### config.mk
export PLATFORM = sky130hd
export DESIGN_NAME = s_p
export DESIGN_NICKNAME = d
export VERILOG_FILES = /design/src/rtl/s_p_pkg.sv /design/src/rtl/s_p_bank.sv /design/src/rtl/s_p.sv
export SDC_FILE = /design/constraint.sdc
export NUM_CORES = 1
export LEC_CHECK = 0
export CAP_MARGIN = 20
export CORE_ASPECT_RATIO = 0.75
export CORE_MARGIN = 3
export CORE_UTILIZATION = 35
export DETAILED_ROUTE_END_ITERATION = 10
export PLACE_DENSITY = 0.63
export SETUP_SLACK_MARGIN = 0.05
export SLEW_MARGIN = 20
export SYNTH_ARGS = -nofsm -noshare
export SYNTH_HDL_FRONTEND = slang
export SYNTH_SLANG_ARGS = --single-unit
### constraint.sdc
create_clock -name clk -period 2.2 [get_ports clk]
set_input_delay 0.44 -clock clk [delete_from_list [all_inputs] [get_ports clk]]
set_output_delay 0.44 -clock clk [all_outputs]
set_load 0.02 [all_outputs]
### src/rtl/s_p_pkg.sv
// s_p_pkg: shared constants and state enums for the s_p
// serial-to-parallel converter.
package s_p_pkg;
  localparam int DATA_W = 34;
  localparam int LANES  = 4;
  localparam int DEPTH  = LANES * LANES;

  typedef enum logic [1:0] {
    EMPTY,
    FILLING,
    FULL
  } bank_st_e;

  typedef enum logic {
    IDLE,
    DRAIN
  } drain_st_e;
endpackage

### src/rtl/s_p_bank.sv
// s_p_bank: one LANES*LANES sample register bank with a write
// port and a LANES-wide beat read port (row-major or transposed).
module s_p_bank #(
  parameter  int DATA_W = s_p_pkg::DATA_W,
  parameter  int LANES  = s_p_pkg::LANES,
  localparam int DEPTH  = LANES * LANES,
  localparam int IW     = $clog2(DEPTH),
  localparam int BW     = $clog2(LANES)
) (
  input  logic                    clk,
  input  logic                    we_i,
  input  logic [IW-1:0]           widx_i,
  input  logic [DATA_W-1:0]       wdata_i,
  input  logic [BW-1:0]           beat_i,
  input  logic                    tr_i,
  output logic [LANES*DATA_W-1:0] beat_o
);
  logic [DATA_W-1:0] mem_q [DEPTH];

  always_ff @(posedge clk) begin
    if (we_i) mem_q[widx_i] <= wdata_i;
  end

  // transposed: lane j = sample b+LANES*j, else LANES*b+j
  always_comb begin
    beat_o = '0;
    for (int j = 0; j < LANES; j++) begin
      if (tr_i)
        beat_o[j*DATA_W +: DATA_W] =
          mem_q[IW'(int'(beat_i) + LANES * j)];
      else
        beat_o[j*DATA_W +: DATA_W] =
          mem_q[IW'(LANES * int'(beat_i) + j)];
    end
  end
endmodule

### src/rtl/s_p.sv
// s_p: ping-pong serial-to-parallel converter, bursts of LANES beats.
// Define S_P_TRANSPOSE_EN for column-to-row transposed beats.
module s_p #(
  parameter int DATA_W = s_p_pkg::DATA_W,
  parameter int LANES  = s_p_pkg::LANES
) (
  input  logic                    clk,
  input  logic                    rst,
  input  logic [DATA_W-1:0]       data_in,
  input  logic                    valid_in,
  input  logic                    hold_in,
  output logic [LANES*DATA_W-1:0] data_out,
  output logic                    p_s_flag_out,
  output logic                    frame_done,
  output logic                    overflow
);
  import s_p_pkg::*;

  localparam int FRAME = LANES * LANES;
  localparam int IW    = $clog2(FRAME);
  localparam int BW    = $clog2(LANES);
  localparam int OW    = LANES * DATA_W;
  localparam logic [IW-1:0] LAST_IDX = IW'(FRAME - 1);
  localparam logic [BW-1:0] LAST_B   = BW'(LANES - 1);

`ifdef S_P_TRANSPOSE_EN
  localparam logic TRANSPOSE = 1'b1;
`else
  localparam logic TRANSPOSE = 1'b0;
`endif

  bank_st_e        bank_q [2];
  bank_st_e        bank_d [2];
  drain_st_e       state_q, state_d;
  logic            wr_bank_q, wr_bank_d;
  logic            rd_bank_q, rd_bank_d;
  logic [IW-1:0]   wr_idx_q, wr_idx_d;
  logic [BW-1:0]   b_q, b_d;
  logic [OW-1:0]   dout_q, dout_d;
  logic            flag_q, flag_d;
  logic            fd_q, fd_d;
  logic            ovf_q, ovf_d;

  logic            accept;
  logic [1:0]      we;
  logic [BW-1:0]   rd_beat;
  logic            rd_sel;
  logic [OW-1:0]   beat0, beat1, beat_mux;

  assign accept = valid_in && (bank_q[wr_bank_q] != FULL);
  assign we     = {accept && wr_bank_q, accept && !wr_bank_q};

  // beat to load next edge: next beat, or beat 0 of the other bank
  assign rd_beat = (state_q == DRAIN && b_q != LAST_B) ?
                   b_q + 1'b1 : '0;
  assign rd_sel  = (state_q == DRAIN && b_q == LAST_B) ?
                   !rd_bank_q : rd_bank_q;
  assign beat_mux = rd_sel ? beat1 : beat0;

  s_p_bank #(.DATA_W(DATA_W), .LANES(LANES)) u_bank0 (
    .clk     (clk),
    .we_i    (we[0]),
    .widx_i  (wr_idx_q),
    .wdata_i (data_in),
    .beat_i  (rd_beat),
    .tr_i    (TRANSPOSE),
    .beat_o  (beat0)
  );

  s_p_bank #(.DATA_W(DATA_W), .LANES(LANES)) u_bank1 (
    .clk     (clk),
    .we_i    (we[1]),
    .widx_i  (wr_idx_q),
    .wdata_i (data_in),
    .beat_i  (rd_beat),
    .tr_i    (TRANSPOSE),
    .beat_o  (beat1)
  );

  always_comb begin
    bank_d    = bank_q;
    state_d   = state_q;
    wr_bank_d = wr_bank_q;
    rd_bank_d = rd_bank_q;
    wr_idx_d  = wr_idx_q;
    b_d       = b_q;
    dout_d    = dout_q;
    flag_d    = flag_q;
    fd_d      = fd_q;
    ovf_d     = ovf_q;

    if (accept) begin
      if (wr_idx_q == LAST_IDX) begin
        bank_d[wr_bank_q] = FULL;
        wr_idx_d          = '0;
        wr_bank_d         = !wr_bank_q;
      end else begin
        bank_d[wr_bank_q] = FILLING;
        wr_idx_d          = wr_idx_q + 1'b1;
      end
    end else if (valid_in) begin
      ovf_d = 1'b1;
    end

    // frames complete in bank order, so rd_bank is always the oldest
    unique case (state_q)
      IDLE: begin
        if (bank_q[rd_bank_q] == FULL) begin
          state_d = DRAIN;
          b_d     = '0;
          dout_d  = beat_mux;
          flag_d  = 1'b0;
          fd_d    = 1'b0;
        end
      end
      DRAIN: begin
        if (!hold_in) begin
          if (b_q != LAST_B) begin
            b_d    = rd_beat;
            dout_d = beat_mux;
            fd_d   = (rd_beat == LAST_B);
          end else begin
            bank_d[rd_bank_q] = EMPTY;
            rd_bank_d         = !rd_bank_q;
            b_d               = '0;
            fd_d              = 1'b0;
            if (bank_q[!rd_bank_q] == FULL) begin
              dout_d = beat_mux;
            end else begin
              state_d = IDLE;
              flag_d  = 1'b1;
            end
          end
        end
      end
      default: ;
    endcase
  end

  always_ff @(posedge clk) begin
    if (rst) begin
      bank_q[0] <= EMPTY;
      bank_q[1] <= EMPTY;
      state_q   <= IDLE;
      wr_bank_q <= 1'b0;
      rd_bank_q <= 1'b0;
      wr_idx_q  <= '0;
      b_q       <= '0;
      dout_q    <= '0;
      flag_q    <= 1'b1;
      fd_q      <= 1'b0;
      ovf_q     <= 1'b0;
    end else begin
      bank_q    <= bank_d;
      state_q   <= state_d;
      wr_bank_q <= wr_bank_d;
      rd_bank_q <= rd_bank_d;
      wr_idx_q  <= wr_idx_d;
      b_q       <= b_d;
      dout_q    <= dout_d;
      flag_q    <= flag_d;
      fd_q      <= fd_d;
      ovf_q     <= ovf_d;
    end
  end

  assign data_out     = dout_q;
  assign p_s_flag_out = flag_q;
  assign frame_done   = fd_q;
  assign overflow     = ovf_q;
endmodule

==> impl_metrics.env <==
export IMPL_syn_inst=3259
export IMPL_numCtsBuffers=111
export IMPL_synth_area_top_cells="edfxtp_1 67%, dfxtp_1 6.3%, mux2i_1 5.6%, nand2_1 4.3%, a32o_1 2.8%"
export IMPL_port_buffers=176
export IMPL_detail_route_antenna_nets=0
export IMPL_ys_seq_elements=1240
export IMPL_r2r_end="data_out[135]"
export IMPL_final_hold_violation_count=0
export IMPL_vias_per_cell=5.577
export IMPL_cts_sink_count=1240
export IMPL_power_mw=46.90
export IMPL_holdBufCountCts=0
export IMPL_period_share=0.9549
export IMPL_cts_tree="built"
export IMPL_wl_um=137900
export IMPL_synth_most_common_cell="edfxtp_1"
export IMPL_path_max_fanout=127
export IMPL_finalMaxSlewViolations=0
export IMPL_yosysWarningCount=0
export IMPL_rrSetupSlack_ps=100
export IMPL_clockRootBuffer="clkbuf_16"
export IMPL_start_util=0.3552
export IMPL_r2r_cells=6
export IMPL_arrival_ps=2700
export IMPL_min_to="data_out[131]"
export IMPL_post_dp_hpwl_um=80710
export IMPL_swShare=0.2011
export IMPL_core_um2=136700
export IMPL_path_clk_slew_ps=70
export IMPL_syn_to_final_growth_pct=20.79
export IMPL_power_density_nw_per_um2=799.5
export IMPL_detail_route_wl_per_cell_um=25.26
export IMPL_rows=117
export IMPL_fin_nets=3558
export IMPL_period_minus_slack_ps=2101
export IMPL_worst_setup_path_start_kind="register"
export IMPL_clkPwrFrac=0.428
export IMPL_pwr_share_comb=0.023
export IMPL_h_tree_depth=3
export IMPL_irDropWorstVdd_mv=0.5877
export IMPL_min_from="data_out[131]"
export IMPL_gp_congestion=0.8164
export IMPL_remaining_drc_errors=0
export IMPL_hold_worst_slack_ps=461.0
export IMPL_antenna_found_initial=12
export IMPL_synth_edf_count=1088
export IMPL_drt_initial_drc_count=3695
export IMPL_grt_usage=0.1867
export IMPL_intPower_mw=37.47
export IMPL_drive_gt1_frac=0.1268
export IMPL_switching_power_mw=9.432
export IMPL_clock_path_buffers=3
export IMPL_die_area_um2=143300
export IMPL_r2r_start="b_q[0]"
export IMPL_maxSlewHeadroom=0.2666
export IMPL_ys_seq_area_frac=0.7353
export IMPL_synth_avg_cell_area_um2=14.90
export IMPL_ys_top_cells_by_count="1088 x edfxtp_1, 550 x nand2_1, 273 x mux2i_1"
export IMPL_ys_flop_type="edfxtp_1"
export IMPL_final_util=0.4291
export IMPL_tns_ps=0
export IMPL_synthDistinctLibCells=46
export IMPL_setup_violations=0
export IMPL_rsz0062_at_grt="yes"
export IMPL_pwr_share_seq=0.549
export IMPL_vias=30450
export IMPL_syn_nets=3303
export IMPL_yosysTopAreaCellShare=0.6727
export IMPL_max_freq_ghz=0.4760
export IMPL_finalClockSkew_ps=33.49
export IMPL_syn_area_um2=48570
export IMPL_end_kind="register"
export IMPL_die_y_um=328.6
export IMPL_insertion_delay_ps=710
export IMPL_leakagePower_nw=18.34
export IMPL_critPathKind="reg2reg"
export IMPL_hold_path_class="reg2reg"
export IMPL_die_x_um=436.2
export IMPL_grt_pass1_wl_um=200000
export IMPL_status="complete, no violations"
export IMPL_synth_top_cell_by_area="edfxtp_1"
export IMPL_ios=177
export IMPL_first_pass_iters=6
export IMPL_whs_path_depth=1
export IMPL_grt_max_degree=184
export IMPL_grt_overflow=0
export IMPL_worstMarginPinSlew_ps=1100
export IMPL_grt_pass1_vias=29040
export IMPL_cap_violations=0
export IMPL_cp_required_ps=2800
export IMPL_ys_async_sr_fraction=0
[sequential cells by signal, summed over array words and instances, names as in the netlist]
name,cells
rd_bank_q,1
data_out,136
p_s_flag_out,1
b_q,2
frame_done,1
overflow,1
u_bank1.mem_q,544
state_q,1
u_bank0.mem_q,544
bank_q,4
wr_bank_q,1
wr_idx_q,4
[power by group through the flow]
| stage | clock, mW | sequential, mW | combinational [mW] |
|---|---|---|---|
| after floorplan | 0 | 26.2 | 0.231 |
| after global placement | 0 | 26.2 | 1.06 |
| after detailed placement | 0 | 26.2 | 1.08 |
| after CTS | 20.4 | 25.7 | 1.08 |
| after global routing | 21.3 | 25.7 | 1.14 |
| final | 20.1 | 25.7 | 1.08 |
[cell families after synthesis]
group,share of synthesized area
AOI/OAI and AO/OA,0.1289
xor gates and xnor gates,0.0009018
adders and majority gates,0.001546
buffers and inverters,0.02437
DFF,0.7353
muxes,0.05672
and+or+nand+nor,0.05224
[critical path, cell delays in order, from the launching register on]
cell,delay [ps]
dfxtp_4,380
buf_12,170
buf_16,460
o21ai_0,210
nand2_1,100
o2111ai_1,220
a32o_1,330
[per-stage QoR]
stage	instance area [um^2]	cells	setup slack [ps]
floorplan	48610	3259	90.83
global placement	54670	5229	-510.3
detailed placement	54670	5229	-419.4
CTS	58450	5449	56.67
global route	58660	5456	7.713
finish	58670	5459	99.12
[layout by cell type, fill, tap and decap left out, types with 3 or more instances in the layout]
cell / count
a21oi_1: 144
a22oi_1: 135
a32o_1: 136
and2_2: 28
and3_2: 4
buf_12: 123
buf_4: 94
buf_6: 3
bufinv_16: 12
clkbuf_1: 28
clkbuf_16: 117
clkbuf_8: 14
clkdlybuf4s50_1: 46
clkinv_1: 14
clkinv_2: 17
dfxtp_1: 148
diode_2: 4
dlygate4sd2_1: 129
edfxtp_1: 1088
ha_1: 5
inv_1: 3
inv_6: 5
mux2i_1: 272
nand2_1: 549
nand2b_1: 5
nand3_1: 4
nor2_1: 20
nor3_1: 4
o2111ai_1: 133
o21a_1: 3
o21ai_0: 140
o221ai_1: 127
o221ai_2: 8
[worst max path at each step]
stage          slack [ps]              endpoint          from  cells after the start
2_1_floorplan          90   u_bank0.mem_q[0][0]     wr_bank_q                      3
3_3_place_gp         -510  u_bank0.mem_q[4][13]      valid_in                      7
5_1_grt                 8         data_out[135]        b_q[0]                      6
6_report              100         data_out[135]        b_q[0]                      6
4_1_cts                60          data_out[29]  data_out[29]                      1
3_5_place_dp         -420  u_bank0.mem_q[4][13]      valid_in                      7
[what timing repair did]
| item | 4_1_cts | 5_1_grt |
|---|---|---|
| setup endpoints to repair | 255 | 205 |
| pin swaps | 2 | 1 |
| buffers inserted | 8 | 4 |
| resized for setup | 135 | 20 |
| cloned | 2 | 2 |
[cell type report]
cell class,instances,area [um^2]
sequential,1240,35720
timing repair buffer,402,4975
inverter,4,22.52
tap,1844,2307
multi-input combinational,1755,11860
fill,12150,78060
antenna,4,10.01
clock buffer,157,3176
clock inverter,53,594.3
[per-layer routing]
metal  up-vias  GRT usage  wire [um]
met2      1486     0.2850      61490
li1      13430          -          -
met5         -          0          0
met4         0    0.05613       3859
met1     15340     0.2741      60500
met3       189    0.03009      12020
No activity file was read; power rests on OpenSTA's default activity.
